==> src/rtl/sw_seq_ctrl.sv <==
// Step sequencer for the panel switch matrix: walks a table of {pattern, tunit, tlen}
// entries, drives each pattern and times its hold through the downstream timer.
module sw_seq_ctrl #(
    parameter int               NSTEP    = 8,
    parameter int               SW_W     = 8,
    parameter logic [SW_W-1:0]  SAFE_PAT = {SW_W{1'b0}},
    localparam int              AW       = (NSTEP > 1) ? $clog2(NSTEP) : 1
) (
    input  logic            clk,
    input  logic            rst_n,
    input  logic            cfg_we,
    input  logic [AW-1:0]   cfg_addr,
    input  logic [SW_W+17:0] cfg_data,
    input  logic [AW:0]     num_steps,
    input  logic            seq_go,
    input  logic            seq_abort,
    input  logic            tmr_pulse,
    output logic            tmr_start,
    output logic [1:0]      tmr_tunit,
    output logic [15:0]     tmr_tlen,
    output logic [SW_W-1:0] sw_out,
    output logic [AW-1:0]   step_idx,
    output logic            busy,
    output logic            done,
    output logic            aborted,
    output logic            cfg_err
);

    typedef struct packed {
        logic [SW_W-1:0] pat;
        logic [1:0]      tunit;
        logic [15:0]     tlen;
    } entry_t;

    typedef enum logic [2:0] {IDLE, APPLY, WAIT, DRAIN, FIN} state_t;

    state_t          state, state_n;
    entry_t          tbl [NSTEP];
    entry_t          ent;
    logic [AW:0]     nsteps, nsteps_n;
    logic [AW-1:0]   idx_n;
    logic [SW_W-1:0] sw_n;
    logic [1:0]      tunit_n;
    logic [15:0]     tlen_n;
    logic            start_n, busy_n, done_n, abort_n, err_n, load, last;

    // Table is plain RAM: frozen while a run is in progress, no reset.
    always_ff @(posedge clk) begin
        if (cfg_we && state == IDLE && int'(cfg_addr) < NSTEP)
            tbl[cfg_addr] <= entry_t'(cfg_data);
    end

    assign last = ({1'b0, step_idx} + (AW+1)'(1)) == nsteps;

    always_comb begin
        state_n  = state;
        idx_n    = step_idx;
        nsteps_n = nsteps;
        sw_n     = sw_out;
        tunit_n  = tmr_tunit;
        tlen_n   = tmr_tlen;
        start_n  = 1'b0;
        busy_n   = busy;
        done_n   = 1'b0;
        abort_n  = 1'b0;
        err_n    = cfg_err;
        load     = 1'b0;
        ent      = '0;
        unique case (state)
            IDLE: if (seq_go) begin
                err_n = 1'b0;
                if (num_steps != '0 && int'(num_steps) <= NSTEP) begin
                    nsteps_n = num_steps;
                    idx_n    = '0;
                    load     = 1'b1;
                    busy_n   = 1'b1;
                    state_n  = APPLY;
                end else begin
                    done_n = 1'b1;
                end
            end
            APPLY: begin
                if (tmr_tunit == 2'b11) err_n = 1'b1;
                if (seq_abort) begin
                    sw_n = SAFE_PAT;
                    // tmr_start is high this cycle iff the timer has been armed
                    if (tmr_start) state_n = DRAIN;
                    else begin
                        state_n = IDLE;
                        abort_n = 1'b1;
                        busy_n  = 1'b0;
                    end
                end else if (tmr_start) begin
                    state_n = WAIT;
                end else if (last) begin
                    state_n = FIN;
                    done_n  = 1'b1;
                end else begin
                    idx_n   = step_idx + 1'b1;
                    load    = 1'b1;
                    state_n = APPLY;
                end
            end
            WAIT: begin
                if (seq_abort) begin
                    sw_n = SAFE_PAT;
                    if (tmr_pulse) begin
                        state_n = IDLE;
                        abort_n = 1'b1;
                        busy_n  = 1'b0;
                    end else begin
                        state_n = DRAIN;
                    end
                end else if (tmr_pulse) begin
                    if (last) begin
                        state_n = FIN;
                        done_n  = 1'b1;
                    end else begin
                        idx_n   = step_idx + 1'b1;
                        load    = 1'b1;
                        state_n = APPLY;
                    end
                end
            end
            DRAIN: if (tmr_pulse) begin
                state_n = IDLE;
                abort_n = 1'b1;
                busy_n  = 1'b0;
            end
            FIN: begin
                busy_n  = 1'b0;
                state_n = IDLE;
                if (seq_abort) begin
                    sw_n    = SAFE_PAT;
                    abort_n = 1'b1;
                end
            end
            default: state_n = IDLE;
        endcase
        // Entering APPLY: present the step and arm the timer only for a real delay
        if (load) begin
            ent     = tbl[idx_n];
            sw_n    = ent.pat;
            tunit_n = ent.tunit;
            tlen_n  = ent.tlen;
            start_n = (ent.tlen != '0) && (ent.tunit != 2'b11);
        end
    end

    always_ff @(posedge clk or negedge rst_n) begin
        if (!rst_n) begin
            state     <= IDLE;
            nsteps    <= '0;
            step_idx  <= '0;
            sw_out    <= SAFE_PAT;
            tmr_tunit <= '0;
            tmr_tlen  <= '0;
            tmr_start <= 1'b0;
            busy      <= 1'b0;
            done      <= 1'b0;
            aborted   <= 1'b0;
            cfg_err   <= 1'b0;
        end else begin
            state     <= state_n;
            nsteps    <= nsteps_n;
            step_idx  <= idx_n;
            sw_out    <= sw_n;
            tmr_tunit <= tunit_n;
            tmr_tlen  <= tlen_n;
            tmr_start <= start_n;
            busy      <= busy_n;
            done      <= done_n;
            aborted   <= abort_n;
            cfg_err   <= err_n;
        end
    end

endmodule

==> config.mk <==
export PLATFORM = sky130hd
export DESIGN_NAME = sw_seq_ctrl
export DESIGN_NICKNAME = d
export VERILOG_FILES = /design/src/rtl/sw_seq_ctrl.sv
export SDC_FILE = /design/constraint.sdc
export NUM_CORES = 1
export LEC_CHECK = 0
export ABC_AREA = 1
export CAP_MARGIN = 20
export CORE_MARGIN = 5
export CORE_UTILIZATION = 40
export CTS_BUF_LIST = sky130_fd_sc_hd__clkbuf_4 sky130_fd_sc_hd__clkbuf_8 sky130_fd_sc_hd__clkbuf_16
export DETAILED_ROUTE_END_ITERATION = 8
export MAX_ROUTING_LAYER = met4
export SYNTH_ARGS = -nofsm -noshare
export SYNTH_HDL_FRONTEND = slang
export SYNTH_SLANG_ARGS = --single-unit
==> constraint.sdc <==
create_clock -name clk -period 8.7 [get_ports clk]
set_clock_uncertainty 0.1 [all_clocks]
set_input_delay 1.74 -clock clk [delete_from_list [all_inputs] [get_ports clk]]
set_output_delay 1.74 -clock clk [all_outputs]
set_load 0.03 [all_outputs]
# After elaboration in Yosys (flattened, before gate mapping)
# Memories as Yosys holds them, arrays and structs flattened.
# Cells that the tools add are included.
[op_classes]
add_sub_neg = 2
n_lt_le_gt_ge = 1
n_eq_ne = 15
n_mux = 57
n_reduce_logical = 16
[op_table]
columns = ["cell", "count"]
rows = [
  ["3-bit 2-to-1 mux", 15],
  ["1-bit 2-to-1 mux", 30],
  ["8-bit 2-to-1 mux", 3],
  ["16-bit nonzero test", 1],
  ["2-bit != test (second input constant)", 7],
  ["3-bit one-hot mux with 4 select lines", 1],
  ["3-bit one-hot mux with 3 select lines", 1],
  ["3-bit by 2-bit equality test with 1-bit output (second input constant)", 2],
  ["1-bit one-hot mux with 3 select lines", 2],
  ["3-bit AND reduction", 2],
  ["6-bit AND reduction", 1],
  ["2-bit nonzero test", 3],
  ["1-bit one-hot mux with 5 select lines", 1],
  ["5-bit nonzero test", 1],
  ["3-bit by 1-bit adder with 4-bit output (second input constant)", 1],
  ["4-bit equality test", 1],
  ["4-bit <= comparator (second input constant)", 1],
  ["2-bit 2-to-1 mux", 2],
  ["1-bit one-hot mux with 4 select lines", 1],
  ["4-bit AND reduction", 1],
  ["4-bit nonzero test", 1],
  ["3-bit by 1-bit adder with 3-bit output (second input constant)", 1],
  ["3-bit by 1-bit equality test with 1-bit output (second input constant)", 1],
  ["3-bit equality test (second input constant)", 1],
  ["8 further kinds", 10],
]
[word_totals]
ff_bits = 41
mem_bits_rw = 208
output_inout_bits = 34
mem_count = 1
[mem_list]
columns = ["memory", "depth", "word_bits", "read_ports", "rd_clocked_by_memory_dff", "wr", "line_no", "text"]
rows = [
  ["tbl", 8, 26, 1, 0, 1, "38", "entry_t tbl [NSTEP];"],
]

# Depth between registers and ports, before layout
# Gate-level depths: netlist of run 1.
# An unclocked memory read counts as a cell.
[depth]
depth_word = 10
ltp_mapped = 21

# Worst setup path after synthesis of run 1
# OpenSTA, ideal clock, no wires.
[synth_path]
path_kind = "input-to-reg"
start = "in cfg_we"
end = "mem tbl[2][0] (netlist bit) (enable)"
setup_time_ns = 0.442
t_arrival_ns = 3.792
required_time_ns = 8.158
path_slack_ns = 4.366
stages = 4
n_path_buf = 0
cell_sequence = "inv_1 -> nor2_1 -> nand2_1 -> nor3_1"
[synth_between]
elab_chain_len = 3
[synth_lines]
columns = ["item", "line_no", "text"]
rows = [
  ["start: declaration", "11", "input logic cfg_we,"],
  ["1-bit logical AND", "49", "if (cfg_we && state == IDLE && int'(cfg_addr) < NSTEP)"],
  ["1-bit 2-to-1 mux", "49", ""],
  ["1-bit 2-to-1 mux (implied by the code)", "50", "tbl[cfg_addr] <= entry_t'(cfg_data);"],
  ["end: declaration", "38", ""],
]
# Every way passes these cells.

# Worst setup path after layout of run 1
[layout_path]
start = "in num_steps[2]"
end = "reg tmr_start"
[layout_between]
elab_chain_len = 9
elab_cells_between_ends = 14
[layout_lines]
columns = ["item", "line_no", "text"]
rows = [
  ["start: declaration", "14", "input logic [AW:0] num_steps,"],
  ["4-bit <= comparator / 4-bit nonzero test (equally long branches)", "72", "if (num_steps != '0 && int'(num_steps) <= NSTEP) begin"],
  ["1-bit logical AND *", "72", ""],
  ["3-bit 2-to-1 mux", "72", ""],
  ["3-bit 2-to-1 mux", "70", "IDLE: if (seq_go) begin"],
  ["3-bit one-hot mux with 3 select lines", "69", "unique case (state)"],
  ["memory read 8 x 26 bit", "-", ""],
  ["16-bit nonzero test / 2-bit != test (equally long branches)", "146", "start_n = (ent.tlen != '0) && (ent.tunit != 2'b11);"],
  ["1-bit logical AND", "146", ""],
  ["1-bit 2-to-1 mux *", "141", "if (load) begin"],
  ["net start_n", "45", "logic start_n, busy_n, done_n, abort_n, err_n, load, last;"],
  ["end signal: assignment", "170", "tmr_start <= start_n;"],
  ["end: declaration", "18", "output logic tmr_start,"],
]
# The timed path passes the listed nets; every way through them passes the cells marked *.
# A chain may end at the register's enable or synchronous reset.

==> impl.org, run 1 <==
** STA
- Pins over their slew limit :: 0
- Setup violations remaining at the end of the flow were counted as 0.
- Time the final worst path needs with I/O delays and setup :: 5599 ps
- Of the available clock period, the critical path in the final layout requires 64.36%.
- Worst Tran Pin Value :: 980.0 ps
- Based on the critical path, the design can be clocked at up to 178.6 MHz.
- Setup slack on the critical path of the routed design comes to 3101 ps.
- Rel. slew slack :: 34.67%
- Final Hold Vio Count :: 0
- Accumulated negative setup slack :: 0 ps
- Setup repair after global routing left no endpoint under its margin.

** Placed design
- The wire-length estimate of the detail-placed layout is 13610 um.
- At the end of routability-driven placement, the weighted congestion stood at 0.7865.
- Port Buf Inserts :: 72
- Setup slack after placement :: 2096 ps

** Global routing
- Entering global routing, the biggest net connects 108 pins.
- Total grt overflow :: 0
- Antenna violations before repair :: 1
- All-layer global routing usage :: 16.65%
- The via count of the first global-routing pass is 6921.
- The first global-routing pass estimated 39270 um of wire.

** Clock network
- CTS H-tree lvls :: 1
- After clock tree synthesis, the flow added hold-fix buffers numbering 0.
- Clock-pin transition on the worst setup and hold timing paths :: 60 ps
- Clock latency on the worst-skew pair, taken at its later pin, is 530 ps.
- Counting every sink on the clock net gives 249.
- Resized cells post-CTS :: 0
- Clock tree from TritonCTS :: built
- The clock passes through at most 3 buffers.
- Clock tree synthesis selected as its root buffer the cell clkbuf_16.
- Setup Buffers After CTS :: 0
- Buffers inserted during clock tree synthesis total 26.

** Synth
- Cell types occupying the most area after synthesis :: edfxtp_1 (59%), dfrtp_1 (9.7%), nand3_1 (6.5%)
- For this run, the leading register cell type out of synthesis is edfxtp_1.
- Post-synthesis async set-or-reset flop share :: 16.47%
- After synthesis, the mean cell area works out to 11.37 um^2.
- In this run, synthesis inferred 208 flip-flops with an integrated enable.
- Summing the areas of all and, or, nand and nor instances in the mapped netlist gives 20.20% of the synthesized area.
- Summing the areas of all fa, ha and maj instances in the mapped netlist gives 0.1180% of the synthesized area.
- Synth Area in Compound Gates :: 4.778%
- Largest area contributor in the netlist :: edfxtp_1
- For this run, the register share of the synthesized area comes to 68.57%.
- Summed instance area of the synthesized netlist :: 10610 um^2
- After synthesis, the netlist uses 38 different library cells.
- Ys Warns :: 0
- The synthesized netlist devotes 0.08259% of its cell area to XOR and XNOR gates.
- After synthesis, the share of cell area in mux cells is 0%.
- By area, the combinational part of the netlist is dominated by simple AND/OR/NAND/NOR gates.
- The number of nets in the synthesized netlist is 973.
- After synthesis, the largest area contributor takes up 58.90% of total cell area.
- Counting every instance in the synthesized netlist gives 933.
- Synth Register Bits :: 249

** Route
- Total wire length :: 24660 um
- Count of unresolved DRC violations after routing :: 0
- Once detail routing completed, the nets flagged for antenna violations numbered 0.
- Met3 routed wirelength :: 1197 um
- Starting DRT DRC Count :: 572
- Uppermost metal layer occupied by signal nets :: met4
- Routed metal-1 wire length :: 11300 um
- Number of search-and-repair iterations in the first detailed-routing pass :: 5
- Detailed routing inserted a total of 6986 vias.
- Routed len/inst :: 18.21 um
- Detailed routing placed a total of 11560 um of wire on met2.
- Via count normalized by instance count :: 5.160

** Critical path
- In this design, the stage delay of the slowest critical-path cell is 670 ps.
- Worst reg2reg endpoint :: tmr_start
- In this run the register-to-register setup slack is 4050 ps.
- The startpoint identified for the worst register-to-register timing path is step_idx[0].
- The worst setup path is launched from an input port.
- Worst Setup Path Type :: in -> reg
- Most prevalent standard cell on the critical path :: nand2_1
- Critical-path maximum fanout :: 63
- Signal arrival time at the worst endpoint :: 5910 ps
- Data on the critical path is required at its endpoint by 9010 ps.
- CP Capture Type :: flip-flop
- For the worst flop-to-flop path, the logic depth is 18.
- CP Cell Sequence :: clkdlybuf4s50_1 -> inv_1 -> nand3_1 -> xor2_1 -> nand2_1 -> nand4_4 -> nand2_4 -> buf_16 -> inv_2 -> nand2_1 -> nand3_1 -> nand3_1 -> nand2_1 -> nand2_1 -> nor2_1 -> nand2_1 -> nor2_1 -> nor2_1
- Cell with the largest stage delay on the worst path :: nand4_4

** Floorplanning
- I/O pin total :: 73
- Die X :: 172.8 um
- From bottom edge to top edge, the die measures 172.8 um.
- Initial Util :: 40.70%
- In this run the core area contains 59 standard-cell rows.
- The die covers 29870 um^2.
- Core Region :: 26060 um^2

** Layout
- Relative to the synthesized area, the layout overhead comes to 18.24%.
- Nets :: 1039
- Fraction of final layout cells sized beyond drive strength 1 :: 8.939%

** Hold path
- The tightest min-delay check is of the reg -> reg type.
- In this run the most critical hold path is launched from tmr_tlen[10].
- The worst hold path was traced through 2 stages.
- The worst hold path terminates at tmr_tlen[10].

** Power
- Power density over the cells :: 332.6 nW/um^2
- In this run the static leakage power is 4.825 nW.
- Across the VDD grid, the largest voltage drop is 215.9 uV.

** Status
- The flow ran to the end, and the final reports show no timing, DRC or antenna violations.

** Run
- Max-cap violations in this run came to 0.
-- worst max-delay path, delay by kind of cell --
kind,cells,cell delay [ps]
AND/OR/NAND/NOR,13,2340
buffers and inverters,4,1480
XOR/XNOR,1,290
-- registers in the layout, indices dropped and copies added (netlist names) --
name       count
state          3
step_idx       3
sw_out         8
tbl          208
tmr_tlen      16
done           1
busy           1
tmr_tunit      2
tmr_start      1
nsteps         4
aborted        1
cfg_err        1
-- per-layer routing --
metal,vias to the layer above,global-route usage (%)
li1,3356,-
met3,40,2.664
met1,3409,23.39
met5,-,-
met4,0,4.389
met2,181,25.54
-- where the power goes --
part / switching [mW] / total [mW] / internal (mW)
combinational: 1.04 / 1.55 / 0.502
sequential: 0.0785 / 1.51 / 1.43
clock: 0.441 / 1.12 / 0.677
total: 1.56 / 4.17 / 2.61
-- cell usage after synthesis (6+ instances only) --
master    instances
nand3_1         138
o211ai_1         16
o21ai_0          30
inv_1           102
nand3b_1         42
nor2_1           66
buf_2            23
edfxtp_1        208
buf_4             9
or2_2             6
o311ai_1         15
nand2_1         168
or2_0             7
inv_2             7
dfrtp_1          41
nor3_1            6
clkbuf_1         15
-- layout make-up --
| class | instances | area (um^2) |
|---|---|---|
| multi-input cells | 526 | 2705 |
| clock buffers | 33 | 726.9 |
| flip-flops and latches | 249 | 7272 |
| clock inverters | 14 | 143.9 |
| inverters | 109 | 409.1 |
| fillers | 2313 | 13520 |
| well taps | 335 | 419.2 |
| diodes | 1 | 2.502 |
| repair buffers | 87 | 860.8 |
-- cells by family after synthesis --
logic type | count (synthesis)
adder cells (fa/ha/maj) | 1
AND/OR/NAND/NOR | 449
XOR/XNOR | 1
flip-flops | 249
AO/OA/AOI/OAI | 75
buffers and inverters | 158
-- layout by cell type, fill, tap and decap left out, types with 4 or more instances in the layout --
master	n
nor2_1	62
clkdlybuf4s50_1	71
clkinv_2	4
inv_2	7
o311ai_1	15
inv_1	102
o211ai_1	16
or2_2	6
nor2_2	6
nand2_1	168
or2_0	7
clkinv_1	5
clkbuf_4	5
buf_4	13
a21oi_1	4
o21ai_0	30
clkbuf_16	27
nand3_1	138
edfxtp_1	208
nor3_2	5
nand3b_1	42
dfrtp_1	41
-- through the flow --
| stage | std cells | hold WS, ps | power, mW | area [um^2] | util, % |
|---|---|---|---|---|---|
| CTS | 1352 | 393.6 | 4.199 | 12510 | 48.00 |
| finish | 1354 | 387.7 | 4.170 | 12540 | 48.12 |
| floorplan | 933 | 374.2 | 2.601 | 10610 | - |
| detailed placement | 1305 | 377.3 | 3.074 | 11640 | 44.66 |
| global route | 1354 | 405.9 | 4.423 | 12540 | 48.12 |
| global placement | 1304 | 370.0 | 3.046 | 11620 | 44.59 |
-- how the worst max path moves through the flow --
| stage | startpoint | endpoint | slack [ps] | cells after the start |
|---|---|---|---|---|
| after floorplan | cfg_we | tbl[2][0] | 4370 | 4 |
| after global placement | num_steps[2] | tmr_start | 2230 | 15 |
| after global routing | num_steps[0] | tmr_start | 2640 | 18 |
| final | num_steps[2] | tmr_start | 3100 | 18 |
| after detailed placement | num_steps[0] | tmr_start | 2100 | 15 |
| after CTS | num_steps[2] | tmr_start | 2620 | 15 |
Note: power is estimated with default switching activity, not from simulation.
==> inputs of run 2 (changes only) <==
==> constraint.sdc (replaced) <==
create_clock -name clk -period 5.2 [get_ports clk]
set_clock_uncertainty 0.1 [all_clocks]
set_input_delay 1.04 -clock clk [delete_from_list [all_inputs] [get_ports clk]]
set_output_delay 1.04 -clock clk [all_outputs]
set_load 0.03 [all_outputs]
==> run 2 against run 1 <==
Register-to-register slack lost 2100 ps. Wire length grew 3.2%. Total power grew 67%. Largest cell class unchanged. Flip-flop and latch count is the same. Sequential share of layout area shrank 0.15 points. Critical path type unchanged.
==> impl.org, run 2 (synthesis gave the netlist of run 1 again) <==
** Status
- Outcome :: complete, no violations

** Floorplanning
- After floorplanning, the core was divided into 59 placement rows.
- The initial utilization of the core area, before any placement, comes to 40.70%.
- Total Die Area :: 29870 um^2
- 73 I/O pins were placed.
- Die Y-Extent :: 172.8 um
- Die X :: 172.8 um
- Core Region :: 26060 um^2

** Clock network
- Number of buffers created by CTS :: 27
- The number of setup buffers added after CTS is 0.
- Worst-skew pair later-pin latency :: 520 ps
- Root Driver :: clkbuf_16
- TritonCTS built the clock tree.
- Post-CTS Hold Fix Bufs :: 0
- In this run, post-CTS repair resized a total of 0 instances.
- Longest Clk Path Bufs :: 3
- Clock tree sinks :: 249
- After clock tree synthesis, the clock-pin slew on the worst setup and hold paths is 60 ps.
- CTS built an H-tree with a depth of 1.

** Route
- In the routed design, unresolved DRC markers number 0.
- Summed over all layers, the routed wires come to 25440 um.
- Across all layers, the routed design uses 7059 vias.
- For this block, the initial DRC count from the detailed router was 556.
- Post-detailed-route count of antenna-violating nets :: 0
- Via count normalized by instance count :: 5.183
- Number of search-and-repair iterations in the first detailed-routing pass :: 5
- Routed len/inst :: 18.68 um

** Hold path
- Along the worst hold path, the cell count comes to 2.
- Worst hold start :: cfg_err
- Worst Hold Class :: reg -> reg
- Worst hold endpoint :: cfg_err

** Run
- Max-cap violations in this run came to 0.

** Critical path
- Launching element type of the critical path :: input port
- CP Cell Sequence :: clkdlybuf4s50_1 -> inv_1 -> nand3_1 -> xor2_1 -> nand2_1 -> nand4_4 -> buf_4 -> nand3b_1 -> nand3_1 -> nand3_1 -> nand2_1 -> nand2_1 -> nor2_1 -> nand2_1 -> nor2_1 -> nor2_1
- Signal arrival time at the worst endpoint :: 3990 ps
- Logic depth of the worst setup path including buffers :: 16
- The endpoint identified for the worst register-to-register timing path is tmr_tlen[1].
- The setup check on the worst reg-to-reg path leaves a slack of 1910 ps.
- Crit path buf inv count :: 3
- Among cell families on the critical path, the largest total delay comes from simple AND/OR/NAND/NOR gates.
- STA classifies the critical path endpoint as a flip-flop.
- Counting stages on the worst path, the most repeated cell is nand2_1.
- R2R depth :: 15
- Among all stages on the critical path, the largest delay is contributed by buf_4.
- On the worst path, the slowest cell contributes a delay of 560 ps.
- The critical path starts at num_steps[2].
- Worst Setup Path Type :: in -> reg
- STA puts the critical path data required time at 5500 ps.
- Reg2Reg Launch Point :: step_idx[0]
- Critical-path maximum fanout :: 59

** Power
- Combinational logic burns 37.7% of the power.
- Net switching is 38.06% of the power.
- IR analysis of the VDD net gives a maximum drop of 358.5 uV.
- The internal power of the cells totals 4.314 mW.
- Switching Power :: 2.651 mW
- The share of total power dissipated in the clock network is 26.1%.
- Power density over the cells :: 554.0 nW/um^2
- For this design the static power due to leakage is 4.856 nW.
- Sequential cells account for 36.2% of the total power.

** Global routing
- Global routing consumed, over all layers together, 17.17% of the routing resources.
- The via count of the first global-routing pass was 6894.
- Pin count of the biggest net entering global routing :: 60
- The number of antenna violations at the first check in global routing is 0.
- Summed over all layers, the global routing overflow is 0.
- The first global-routing pass estimated 40080 um of wire.

** STA
- Rel. slew slack :: 30.86%
- Summed over all failing endpoints, the final setup total negative slack is 0 ps.
- Post-route clock period utilization :: 71.01%
- The count of final hold-check violations came to 0.
- Time the final worst path needs with I/O delays and setup :: 3692 ps
- Setup repair after global routing left no endpoint under its margin.
- The number of max-slew violations in the final report was 0.
- Final worst-path setup slack :: 1508 ps
- Achievable clock frequency :: 270.8 MHz
- Final setup violation count :: 0
- Worst Tran Pin Value :: 1031 ps
- The tightest hold path in the finished design has a slack of 382.8 ps.

** Layout
- Most common cell after layout, fill and taps aside :: edfxtp_1
- The largest registers in the layout are tbl (208), tmr_tlen (16), sw_out (8).
- Cells with a size suffix above 1 make up 9.445% of the layout.
- After the flow finishes, the layout carries non-filler instances totaling 1362.
- For this run, the post-layout net count is 1047.
- In the layout the commonest cells are edfxtp_1 (208), nand2_1 (168), nand3_1 (138).
- N_diodes :: 0
- After routing the design area is 12570 um^2.
- Compared with the post-synthesis result, the final layout area differs by 18.55%.
- Register with the most flip-flops :: tbl
- Flip-flop count of the largest register, all copies and words added :: 208

** Placed design
- Once placement completed, the tool counted placed cells totaling 1312.
- Detail Placement HPWL :: 14450 um
- In this run the cell area measured after placement is 11720 um^2.
- In this run the tool buffered the top-level ports with 72 buffer cells.
- OpenSTA, run right after detailed placement, puts the worst setup slack at 995.4 ps.
- Routability-driven placement congestion ratio :: 0.7671
run 2: how the worst max path moves through the flow:
stage / endpoint / slack [ps]
floorplan: tbl[2][0] / 1570
global placement: tmr_start / 1030
detailed placement: tmr_start / 1000
CTS: tmr_start / 1510
global route: tmr_start / 1180
finish: tmr_start / 1510
run 2: through the flow:
stage,util (%),power (mW)
after global placement,44.88,5.189
after global routing,48.25,7.391
after detailed placement,44.96,5.214
after CTS,48.20,7.035
after floorplan,-,4.351
final,48.25,6.965
run 2: metal layers:
metal	up-vias	track usage (%)	wire length [um]	share of wire, %
li1	3362	-	-	-
met1	3476	23.38	11420	45
met2	190	27.56	12230	48
met3	31	2.533	1446	5.7
met4	0	3.996	342	1.3
met5	-	-	0	0
run 2: worst min-delay path, cell delays in order, from the launching register on:
cell and delay [ps]:
dfrtp_1 340, nand2_1 50, o21ai_0 50
run 2: area by class of cell:
cell class | instances | area (um^2)
Fill cell | 2306 | 13490
Sequential cell | 249 | 7272
Multi-Input combinational cell | 526 | 2705
Timing Repair Buffer | 94 | 922.1
Clock buffer | 32 | 719.4
Tap cell | 335 | 419.2
Inverter | 109 | 409.1
Clock inverter | 17 | 125.1
run 2: power groups by stage:
stage	Clock (mW)	Sequential [mW]	Combinational, mW
after floorplan	0	2.76	1.60
after global placement	0	2.55	2.64
after detailed placement	0	2.56	2.66
after CTS	1.85	2.52	2.67
after global routing	1.93	2.54	2.92
final	1.82	2.52	2.63
